File: src/rtl/tmds_decoder.sv
// TMDS receive channel: decodes 10-bit symbols to pixel bytes or control bits and
// recovers word alignment by counting control tokens and requesting bitslips.
module tmds_decoder #(
  parameter int unsigned LOCK_TOKENS   = 8,
  parameter int unsigned SEARCH_CYCLES = 1024,
  parameter int unsigned SLIP_WAIT     = 16,
  parameter int unsigned MAX_ACTIVE    = 4096
) (
  input  logic       i_pixclk,
  input  logic       i_reset_n,
  input  logic [9:0] i_symbol,
  output logic [7:0] o_data,
  output logic [1:0] o_ctrl,
  output logic       o_de,
  output logic       o_locked,
  output logic       o_bitslip,
  output logic [3:0] o_slip_cnt
);

  localparam int unsigned TOK_W  = $clog2(LOCK_TOKENS + 1);
  localparam int unsigned SRCH_W = $clog2(SEARCH_CYCLES + 1);
  localparam int unsigned WAIT_W = $clog2(SLIP_WAIT + 1);
  localparam int unsigned ACT_W  = $clog2(MAX_ACTIVE + 1);

  typedef enum logic [1:0] {
    ST_SEARCH    = 2'd0,
    ST_SLIP_WAIT = 2'd1,
    ST_LOCKED    = 2'd2
  } state_t;

  state_t            state, state_nxt;
  logic [TOK_W-1:0]  tok_cnt, tok_cnt_nxt;
  logic [SRCH_W-1:0] srch_cnt, srch_cnt_nxt;
  logic [WAIT_W-1:0] wait_cnt, wait_cnt_nxt;
  logic [ACT_W-1:0]  act_cnt, act_cnt_nxt;
  logic [3:0]        slip_cnt_nxt;
  logic              slip_req;

  logic              sym_tok;
  logic [1:0]        sym_ctrl;
  logic [9:0]        s1_sym;
  logic              s1_tok;
  logic [1:0]        s1_ctrl;
  logic [7:0]        s1_b;
  logic [7:0]        s1_data;

  // Control token classification of the incoming symbol
  always_comb begin
    sym_tok  = 1'b1;
    sym_ctrl = 2'b00;
    case (i_symbol)
      10'b1101010100: sym_ctrl = 2'b00;
      10'b0010101011: sym_ctrl = 2'b01;
      10'b0101010100: sym_ctrl = 2'b10;
      10'b1010101011: sym_ctrl = 2'b11;
      default:        sym_tok  = 1'b0;
    endcase
  end

  // Stage 1: register symbol and its classification
  always_ff @(posedge i_pixclk or negedge i_reset_n) begin
    if (!i_reset_n) begin
      s1_sym  <= '0;
      s1_tok  <= 1'b0;
      s1_ctrl <= 2'b00;
    end else begin
      s1_sym  <= i_symbol;
      s1_tok  <= sym_tok;
      s1_ctrl <= sym_ctrl;
    end
  end

  // Data-period decode: undo optional inversion, then undo XOR/XNOR chaining
  always_comb begin
    s1_b       = s1_sym[9] ? ~s1_sym[7:0] : s1_sym[7:0];
    s1_data    = '0;
    s1_data[0] = s1_b[0];
    for (int i = 1; i < 8; i++) begin
      s1_data[i] = s1_sym[8] ? (s1_b[i] ^ s1_b[i-1]) : ~(s1_b[i] ^ s1_b[i-1]);
    end
  end

  // Lock FSM state and counters
  always_ff @(posedge i_pixclk or negedge i_reset_n) begin
    if (!i_reset_n) begin
      state    <= ST_SEARCH;
      tok_cnt  <= '0;
      srch_cnt <= '0;
      wait_cnt <= '0;
      act_cnt  <= '0;
    end else begin
      state    <= state_nxt;
      tok_cnt  <= tok_cnt_nxt;
      srch_cnt <= srch_cnt_nxt;
      wait_cnt <= wait_cnt_nxt;
      act_cnt  <= act_cnt_nxt;
    end
  end

  // Lock FSM next-state; lock detection wins over the search timeout
  always_comb begin
    state_nxt    = state;
    tok_cnt_nxt  = tok_cnt;
    srch_cnt_nxt = srch_cnt;
    wait_cnt_nxt = wait_cnt;
    act_cnt_nxt  = act_cnt;
    slip_cnt_nxt = o_slip_cnt;
    slip_req     = 1'b0;
    case (state)
      ST_SEARCH: begin
        tok_cnt_nxt  = s1_tok ? tok_cnt + TOK_W'(1) : '0;
        srch_cnt_nxt = srch_cnt + SRCH_W'(1);
        if (s1_tok && (tok_cnt == TOK_W'(LOCK_TOKENS - 1))) begin
          state_nxt    = ST_LOCKED;
          tok_cnt_nxt  = '0;
          srch_cnt_nxt = '0;
          act_cnt_nxt  = '0;
        end else if (srch_cnt == SRCH_W'(SEARCH_CYCLES - 1)) begin
          state_nxt    = ST_SLIP_WAIT;
          slip_req     = 1'b1;
          slip_cnt_nxt = (o_slip_cnt == 4'd9) ? 4'd0 : o_slip_cnt + 4'd1;
          wait_cnt_nxt = '0;
          tok_cnt_nxt  = '0;
          srch_cnt_nxt = '0;
        end
      end
      ST_SLIP_WAIT: begin
        if (wait_cnt == WAIT_W'(SLIP_WAIT - 1)) begin
          state_nxt    = ST_SEARCH;
          wait_cnt_nxt = '0;
          tok_cnt_nxt  = '0;
          srch_cnt_nxt = '0;
        end else begin
          wait_cnt_nxt = wait_cnt + WAIT_W'(1);
        end
      end
      ST_LOCKED: begin
        act_cnt_nxt = s1_tok ? '0 : act_cnt + ACT_W'(1);
        if (!s1_tok && (act_cnt == ACT_W'(MAX_ACTIVE - 1))) begin
          state_nxt    = ST_SEARCH;
          act_cnt_nxt  = '0;
          tok_cnt_nxt  = '0;
          srch_cnt_nxt = '0;
        end
      end
      default: begin
        state_nxt    = ST_SEARCH;
        tok_cnt_nxt  = '0;
        srch_cnt_nxt = '0;
        wait_cnt_nxt = '0;
        act_cnt_nxt  = '0;
      end
    endcase
  end

  // Stage 2: outputs qualified by the state this symbol leads to
  always_ff @(posedge i_pixclk or negedge i_reset_n) begin
    if (!i_reset_n) begin
      o_data     <= '0;
      o_ctrl     <= '0;
      o_de       <= 1'b0;
      o_locked   <= 1'b0;
      o_bitslip  <= 1'b0;
      o_slip_cnt <= '0;
    end else begin
      o_locked   <= (state_nxt == ST_LOCKED);
      o_bitslip  <= slip_req;
      o_slip_cnt <= slip_cnt_nxt;
      if (state_nxt != ST_LOCKED) begin
        o_data <= '0;
        o_ctrl <= '0;
        o_de   <= 1'b0;
      end else if (s1_tok) begin
        o_ctrl <= s1_ctrl;
        o_de   <= 1'b0;
      end else begin
        o_data <= s1_data;
        o_de   <= 1'b1;
      end
    end
  end

endmodule
File: config.mk
export PLATFORM = sky130hd
export DESIGN_NAME = tmds_decoder
export DESIGN_NICKNAME = d
export VERILOG_FILES = /design/src/rtl/tmds_decoder.sv
export SDC_FILE = /design/constraint.sdc
export NUM_CORES = 1
export LEC_CHECK = 0
export ABC_AREA = 1
export BUFFER_PORTS_ARGS = -buffer_cell sky130_fd_sc_hd__clkbuf_2
export CAP_MARGIN = 10
export CORE_ASPECT_RATIO = 0.8
export CORE_MARGIN = 2
export CORE_UTILIZATION = 30
export CTS_CLUSTER_SIZE = 20
export DETAILED_ROUTE_END_ITERATION = 6
export PLACE_DENSITY = 0.57
export SLEW_MARGIN = 25
export SYNTH_ARGS = -nofsm -noshare
export SYNTH_HDL_FRONTEND = slang
export SYNTH_SLANG_ARGS = --single-unit
File: constraint.sdc
create_clock -name i_pixclk -period 1.4 [get_ports i_pixclk]
set_input_delay 0.21 -clock i_pixclk [delete_from_list [all_inputs] [get_ports i_pixclk]]
set_output_delay 0.21 -clock i_pixclk [all_outputs]
set_load 0.1 [all_outputs]
==> qor.csv, run 1 <==
stage,metric,value,unit
clock_network,Clock Tree Root,clkbuf_16,
setup_path,Worst Path Arrival,1700,ps
power,Clk network pwr share,0.562,
finish,synth-to-layout area growth,40.23,%
global_route,grt met3 use,0.03361,
detailed_routing,Initial DRC Count,160,
global_route,Most Crowded Layer GR,met2,
timing,Final Slew Violations,0,
timing,# setup viols final,30,
floorplanning,total die area,11630,µm²
setup_path,slowest cell on the critical path,dfrtp_1,
detailed_routing,vias per std cell,4.519,
global_route,M1 GR Usage,0.1948,
detailed_routing,first drt pass iteration count,4,
place,PortBufs,28,
timing,Worst Slack Setup Final,-87.10,ps
setup_path,crit-path cells,ha_2 > nand2_2 > nor2_2 > nand2_2 > nor2_4 > nand3_4 > nand2_4 > nand2_8 > nand2_1 > nand2_1,
clock_network,Worst-Skew Late Latency,330,ps
power,Worst VDD drop,0.6738,mV
place,Place WS,-133.2,ps
min_path,Hold WC Path Type,in2reg,
global_route,initial antenna violation count,0,
setup_path,CP Data Required Time,1610,ps
setup_path,Setup crit end kind,flip-flop,
detailed_routing,post-DR wirelength/cell,11.80,µm
synthesis,gate count of the mapped netlist,386,
finish,nets,488,
global_route,first-pass GRT wire length,12.70,mm
synthesis,"Seq/Total Area, Yosys",0.5029,
power,Static Leak,2.227,nW
timing,post-route minimum period,1487,ps
timing,Fin Clk Skew,9.167,ps
timing,Highest Clock Rate,672.4,MHz
setup_path,Critical Path Max Stage Delay,350,ps
synthesis,Post-synth ARST share,1.000,
timing,RSZ-0062 raised after global routing,true,
synthesis,synth unique cells,31,
power,sw frac,0.1997,
place,Routability Congestion,0.8472,
global_route,number of global-route vias before repair,2598,
clock_network,CTS Sinks,65,
floorplanning,DIE WIDTH,120.1,µm
synthesis,Mean Syn Cell Area,8.379,µm²
power,P_sw,0.9225,mW
place,Detailed Place HPWL,4.959,mm
detailed_routing,Post-route DRC,0,
clock_network,H-Tree Depth,3,
power,Int Pwr,3.696,mW
timing,"Hold Vio Cnt, Final",0,
status,failing checks,setup timing,
setup_path,Worst path top cell family by delay,simple AND/OR/NAND/NOR gates,
synthesis,Seq cells post-synth,65,
job,MaxCap Viol Count,0,
min_path,Hold Crit Depth,1,
setup_path,CP Depth,10,
clock_network,Clock transition at path regs,60,ps
synthesis,Yosys warning count,0,
timing,Final Cycle Share,1.062,
status,status,"finished, violations left",
timing,relative slew slack,0.6436,
global_route,grt ovf,0,
synthesis,"EDFF count, synth",0,
setup_path,worst path buffer plus inverter count,0,
global_route,pin count of the biggest net entering global routing,66,
finish,# fillers,1002,
global_route,overall routing resource usage,0.1353,
synthesis,syn_nets,402,
setup_path,Setup crit start kind,flip-flop,
clock_network,clock buffer depth,2,
detailed_routing,final wirelength,7.278,mm
synthesis,Synth Flop Type,dfrtp_1,
timing,Slew @ Worst Pin,536.9,ps
finish,ratio of cells with drive above 1 in the final layout,0.3082,
detailed_routing,Post-DRT Antenna Nets,0,
detailed_routing,Via Count,2788,
power,Comb pwr share,0.026,
power,Flop pwr share,0.413,
floorplanning,number of core rows,33,
synthesis,"Cell Area, Synth",3234,µm²
global_route,met2 Use GR,0.1976,
floorplanning,total core area,10360,µm²
setup_path,critical path class,reg2reg,
floorplanning,Initial Util,0.3121,
setup_path,CP Max Fanout,8,
floorplanning,IO Count,29,
floorplanning,Die Height,96.87,µm
power,pwr dens,1018,nW/µm²
power,Final Power,4.619,mW
setup_path,FF-to-FF path depth,10,
clock_network,CTS tree,done,
finish,Ant. Diodes,0,
finish,sequential cell area,1632,µm²
finish,footprint of the multi-input gates,1620,µm²
clock_network,total CTS buffers,9,
==> final timing paths <==
| path | startpoint | endpoint | slack [ps] |
|---|---|---|---|
| hold / removal | i_symbol[9] | s1_sym[9] | 20 |
| setup reg to reg | act_cnt[1] | srch_cnt[0] | -90 |
| max in group asynchronous | i_reset_n | s1_tok | 670 |
| min in group asynchronous | i_reset_n | srch_cnt[6] | 420 |
| hold reg to reg | s1_ctrl[1] | o_ctrl[1] | 450 |
| setup / recovery | act_cnt[1] | srch_cnt[0] | -90 |
==> cells in the mapped netlist (all sizes together) (2+ instances only) <==
library cell | instances | area, µm²
nand2 | 127 | 516.7
dfrtp | 65 | 1627
nor2 | 49 | 226.5
inv | 35 | 131.4
nand3 | 25 | 130.1
o21ai | 20 | 100.1
xor2 | 14 | 122.6
nand4 | 12 | 75.07
xnor2 | 9 | 78.83
nor3 | 6 | 30.03
a21oi | 5 | 28.78
ha | 4 | 50.05
or2 | 3 | 18.77
buf | 2 | 22.52
clkbuf | 2 | 7.510
==> logic make-up (layout without fill, tap and decap cells) <==
group,count (synthesis),in the layout,share of synthesized area
buf+inv,39,129,0.04990
flops,65,65,0.5029
compound gates,31,31,0.05687
fa+ha+maj,4,4,0.01547
simple gates,224,225,0.3126
xor+xnor,23,23,0.06228
==> flip-flops by register name (all words and copies together), names as in the netlist, 4 cells and up <==
signal / count
s1_sym: 10
tok_cnt: 4
o_slip_cnt: 4
o_data: 8
srch_cnt: 11
act_cnt: 13
wait_cnt: 5
==> cell type report <==
type | instances | share of cell area
clock inverter | 6 | 0.02566
sequential | 65 | 0.3597
tap | 140 | 0.03862
multi-input combinational | 283 | 0.3572
inverter | 35 | 0.03062
timing repair buffer | 78 | 0.1377
clock buffer | 10 | 0.05048
==> layer usage <==
metal / up-vias / part of all wire
met5: - / 0
met2: 60 / 0.44
li1: 1413 / -
met1: 1309 / 0.51
met4: 0 / 0.0096
met3: 6 / 0.040
==> power by group through the flow <==
stage          logic (mW)  clock network [mW]  registers (mW)
2_1_floorplan      0.0442                   0            1.94
6_report            0.118                2.60            1.91
3_3_place_gp        0.115                   0            1.94
5_1_grt             0.138                2.74            1.91
3_5_place_dp        0.116                   0            1.94
4_1_cts             0.124                2.65            1.91
==> layout by cell type, fill, tap and decap left out, types with 6 or more instances in the layout <==
cell       count
buf_4         56
clkbuf_16      9
clkbuf_2      12
dfrtp_1       61
inv_1         29
nand2_1      109
nand2_2        8
nand2_4        9
nand3_1       21
nand4_1       12
nor2_1        36
nor2_4         8
nor3_1         6
o21ai_0       13
xnor2_1        9
xor2_1        14
==> metrics by stage <==
stage | instance area, µm² | setup TNS, ps | hold WS, ps | utilization | std cells
after CTS | 4441 | -1557 | 5.335 | 0.4285 | 615
after floorplan | 3263 | -1659 | -85.59 | - | 386
final | 4536 | -1633 | 15.03 | 0.4376 | 617
after detailed placement | 3961 | -3803 | 257.5 | 0.3822 | 593
after global placement | 3961 | -2874 | 252.1 | 0.3822 | 593
after global routing | 4536 | -5923 | 5.188 | 0.4376 | 617
==> what timing repair did <==
item / 4_1_cts / 5_1_grt
pin swaps: 9 / 7
resized for setup: 24 / 19
cloned: 1 / 0
hold buffers: 3 / 0
endpoints found under the hold margin: 67 / 0
buffers inserted: 2 / 4
setup endpoints to repair: 48 / 52
(Power assumes the default switching activity.)
==> inputs of run 2 (changes only) <==
--- a/config.mk
+++ b/config.mk
@@ -14,6 +14,7 @@
 export CTS_CLUSTER_SIZE = 20
 export DETAILED_ROUTE_END_ITERATION = 6
 export PLACE_DENSITY = 0.57
+export REMOVE_ABC_BUFFERS = 1
 export SLEW_MARGIN = 25
 export SYNTH_ARGS = -nofsm -noshare
 export SYNTH_HDL_FRONTEND = slang
==> run 2 against run 1 <==
The run still ends with setup timing left. Count of clock-buffer cells in the layout is 1 lower. Global-route usage grew 0.41 points. Register-to-register slack worse by 50 ps. Routed wire length increased by 7.6%. Die area unchanged. Sequential power hardly changed. Clock skew is 1.1 ps lower. Sequential cell count stayed put. First-iteration DRC count fell by 24%. Largest power group unchanged. Highest routed layer unchanged.
==> qor.csv, run 2 (synthesized netlist as in run 1, its figures left out) <==
stage,metric,value,unit,change
timing,# setup viols final,41,,+37%
detailed_routing,Via Count,2858,,+2.5%
clock_network,clock buffer depth,2,,unchanged
global_route,number of global-route vias before repair,2829,,+8.9%
setup_path,CP Max Fanout,8,,unchanged
detailed_routing,Post-route DRC,0,,unchanged
finish,most frequent cells in the layout,"nand2_1 (85), buf_4 (69), dfrtp_1 (65)",,
finish,Ant. Diodes,0,,unchanged
finish,Top reg by flops,act_cnt,,
finish,final non-filler cell area,4852,µm²,+7.0%
detailed_routing,Post-DRT Antenna Nets,0,,unchanged
global_route,grt ovf,0,,unchanged
setup_path,Setup crit end kind,flip-flop,,
timing,Fin Clk Skew,8.056,ps,-1.111 ps
setup_path,Setup crit start kind,flip-flop,,
timing,Final Cycle Share,1.096,,+0.03427
power,pwr dens,901.7,nW/µm²,-11%
timing,Slew @ Worst Pin,540.9,ps,+4.005 ps
place,dpl cells,605,,+2.0%
global_route,initial antenna violation count,0,,unchanged
floorplanning,DIE WIDTH,120.1,µm,unchanged
timing,relative slew slack,0.6409,,-0.002658
place,Detailed Place HPWL,4.989,mm,+0.61%
power,Static Leak,2.386,nW,+7.1%
finish,sequential cell area,1627,µm²,-0.31%
floorplanning,number of core rows,33,,unchanged
job,MaxCap Viol Count,0,,unchanged
finish,footprint of the multi-input gates,1769,µm²,+9.2%
floorplanning,IO Count,29,,unchanged
finish,"most common cell after layout, fill and taps aside",nand2_1,,
clock_network,Worst-Skew Late Latency,330,ps,about the same
floorplanning,total die area,11630,µm²,unchanged
clock_network,CTS Sinks,65,,unchanged
clock_network,H-Tree Depth,3,,unchanged
detailed_routing,post-DR wirelength/cell,12.25,µm,+3.9%
detailed_routing,final wirelength,7.829,mm,+7.6%
global_route,pin count of the biggest net entering global routing,66,,unchanged
status,status,"finished, violations left",,
finish,ratio of cells with drive above 1 in the final layout,0.3988,,+0.09062
place,placed inst area,4033,µm²,+1.8%
timing,Fin Hold WS,12.69,ps,-2.342 ps
place,PortBufs,28,,unchanged
timing,Final Slew Violations,0,,unchanged
finish,biggest regs,"act_cnt x13, srch_cnt x11, s1_sym x10",,
min_path,Hold WC Path Type,in2reg,,
clock_network,Clock transition at path regs,60,ps,about the same
detailed_routing,Initial DRC Count,122,,-24%
floorplanning,total core area,10360,µm²,unchanged
status,failing checks,setup timing,,
finish,max FFs per register,13,,unchanged
power,Worst VDD drop,0.6674,mV,-0.95%
setup_path,critical path class,reg2reg,,
timing,Worst Slack Setup Final,-135.1,ps,-47.98 ps
place,Routability Congestion,0.8267,,-2.4%
timing,"Hold Vio Cnt, Final",0,,unchanged
finish,# fillers,968,,-3.4%
power,Final Power,4.375,mW,-5.3%
setup_path,Worst Path Arrival,1750,ps,+50 ps
clock_network,Clock Tree Root,clkbuf_16,,
setup_path,worst r2r src,act_cnt[0],,
clock_network,total CTS buffers,9,,unchanged
setup_path,CP Data Required Time,1610,ps,about the same
detailed_routing,vias per std cell,4.473,,-1.0%
setup_path,crit path from,act_cnt[0],,
detailed_routing,first drt pass iteration count,4,,unchanged
clock_network,CTS tree,done,,
global_route,first-pass GRT wire length,13.09,mm,+3.0%
min_path,Hold Path Origin,i_symbol[3],,
timing,post-route minimum period,1535,ps,+47.98 ps
floorplanning,Initial Util,0.3121,,unchanged
finish,Final Non-Filler Cells,639,,+3.6%
finish,nets,510,,+4.5%
floorplanning,Die Height,96.87,µm,unchanged
finish,synth-to-layout area growth,50.02,%,
global_route,overall routing resource usage,0.1394,,+0.004071
timing,Highest Clock Rate,651.4,MHz,-3.1%
timing,RSZ-0062 raised after global routing,true,,
place,Place WS,-207.8,ps,-74.64 ps
-- run 2: worst paths after layout --
check,slack [ps],to,depth (start not counted)
max,-140,tok_cnt[3],10
min,10,s1_sym[3],1
max reg2reg,-140,tok_cnt[3],10
min reg2reg,450,o_ctrl[1],2
max in group asynchronous,680,act_cnt[1],3
min in group asynchronous,430,srch_cnt[4],3
-- run 2: final cells by class --
class,count,share of cell area
multi-input combinational,283,0.3646
sequential,65,0.3352
timing repair buffer,100,0.1717
clock buffer,9,0.04642
tap,140,0.03610
inverter,35,0.02862
clock inverter,7,0.01728
-- run 2: worst max-delay path, stage by stage, from the launching register on --
cell and delay (ps):
dfrtp_1 390, ha_4 150, nand2_2 60, nor2_2 100, nand2_2 80, nor2_4 130, nand3_4 160, nand2_8 150
nand2_8 90, nand2_2 60, nand2_1 40
-- run 2: metrics by stage --
| stage | util | TNS [ps] |
|---|---|---|
| floorplan | - | -5851 |
| global placement | 0.3891 | -3998 |
| detailed placement | 0.3891 | -5689 |
| CTS | 0.4507 | -3328 |
| global route | 0.4682 | -8057 |
| finish | 0.4682 | -3866 |
-- run 2: repair_timing --
action | CTS | global route
hold endpoints to repair | 68 | 0
gates cloned | 1 | 1
gates resized for setup | 57 | 50
endpoints found under the setup margin | 49 | 52
hold buffers | 4 | 0
pin swaps | 11 | 17
buffers inserted | 8 | 8
-- run 2: power by group --
group / switching (mW) / leakage (nW) / internal (mW)
logic: 0.0720 / 1.37 / 0.0523
clock network: 0.934 / 0.149 / 1.41
registers: 0.0107 / 0.871 / 1.89
-- run 2: metal layers --
| metal | track usage | wire, µm |
|---|---|---|
| met2 | 0.2233 | 3782 |
| met4 | 0.04977 | 82 |
| met1 | 0.1861 | 3746 |
| met3 | 0.02889 | 217 |
| met5 | 0 | 0 |
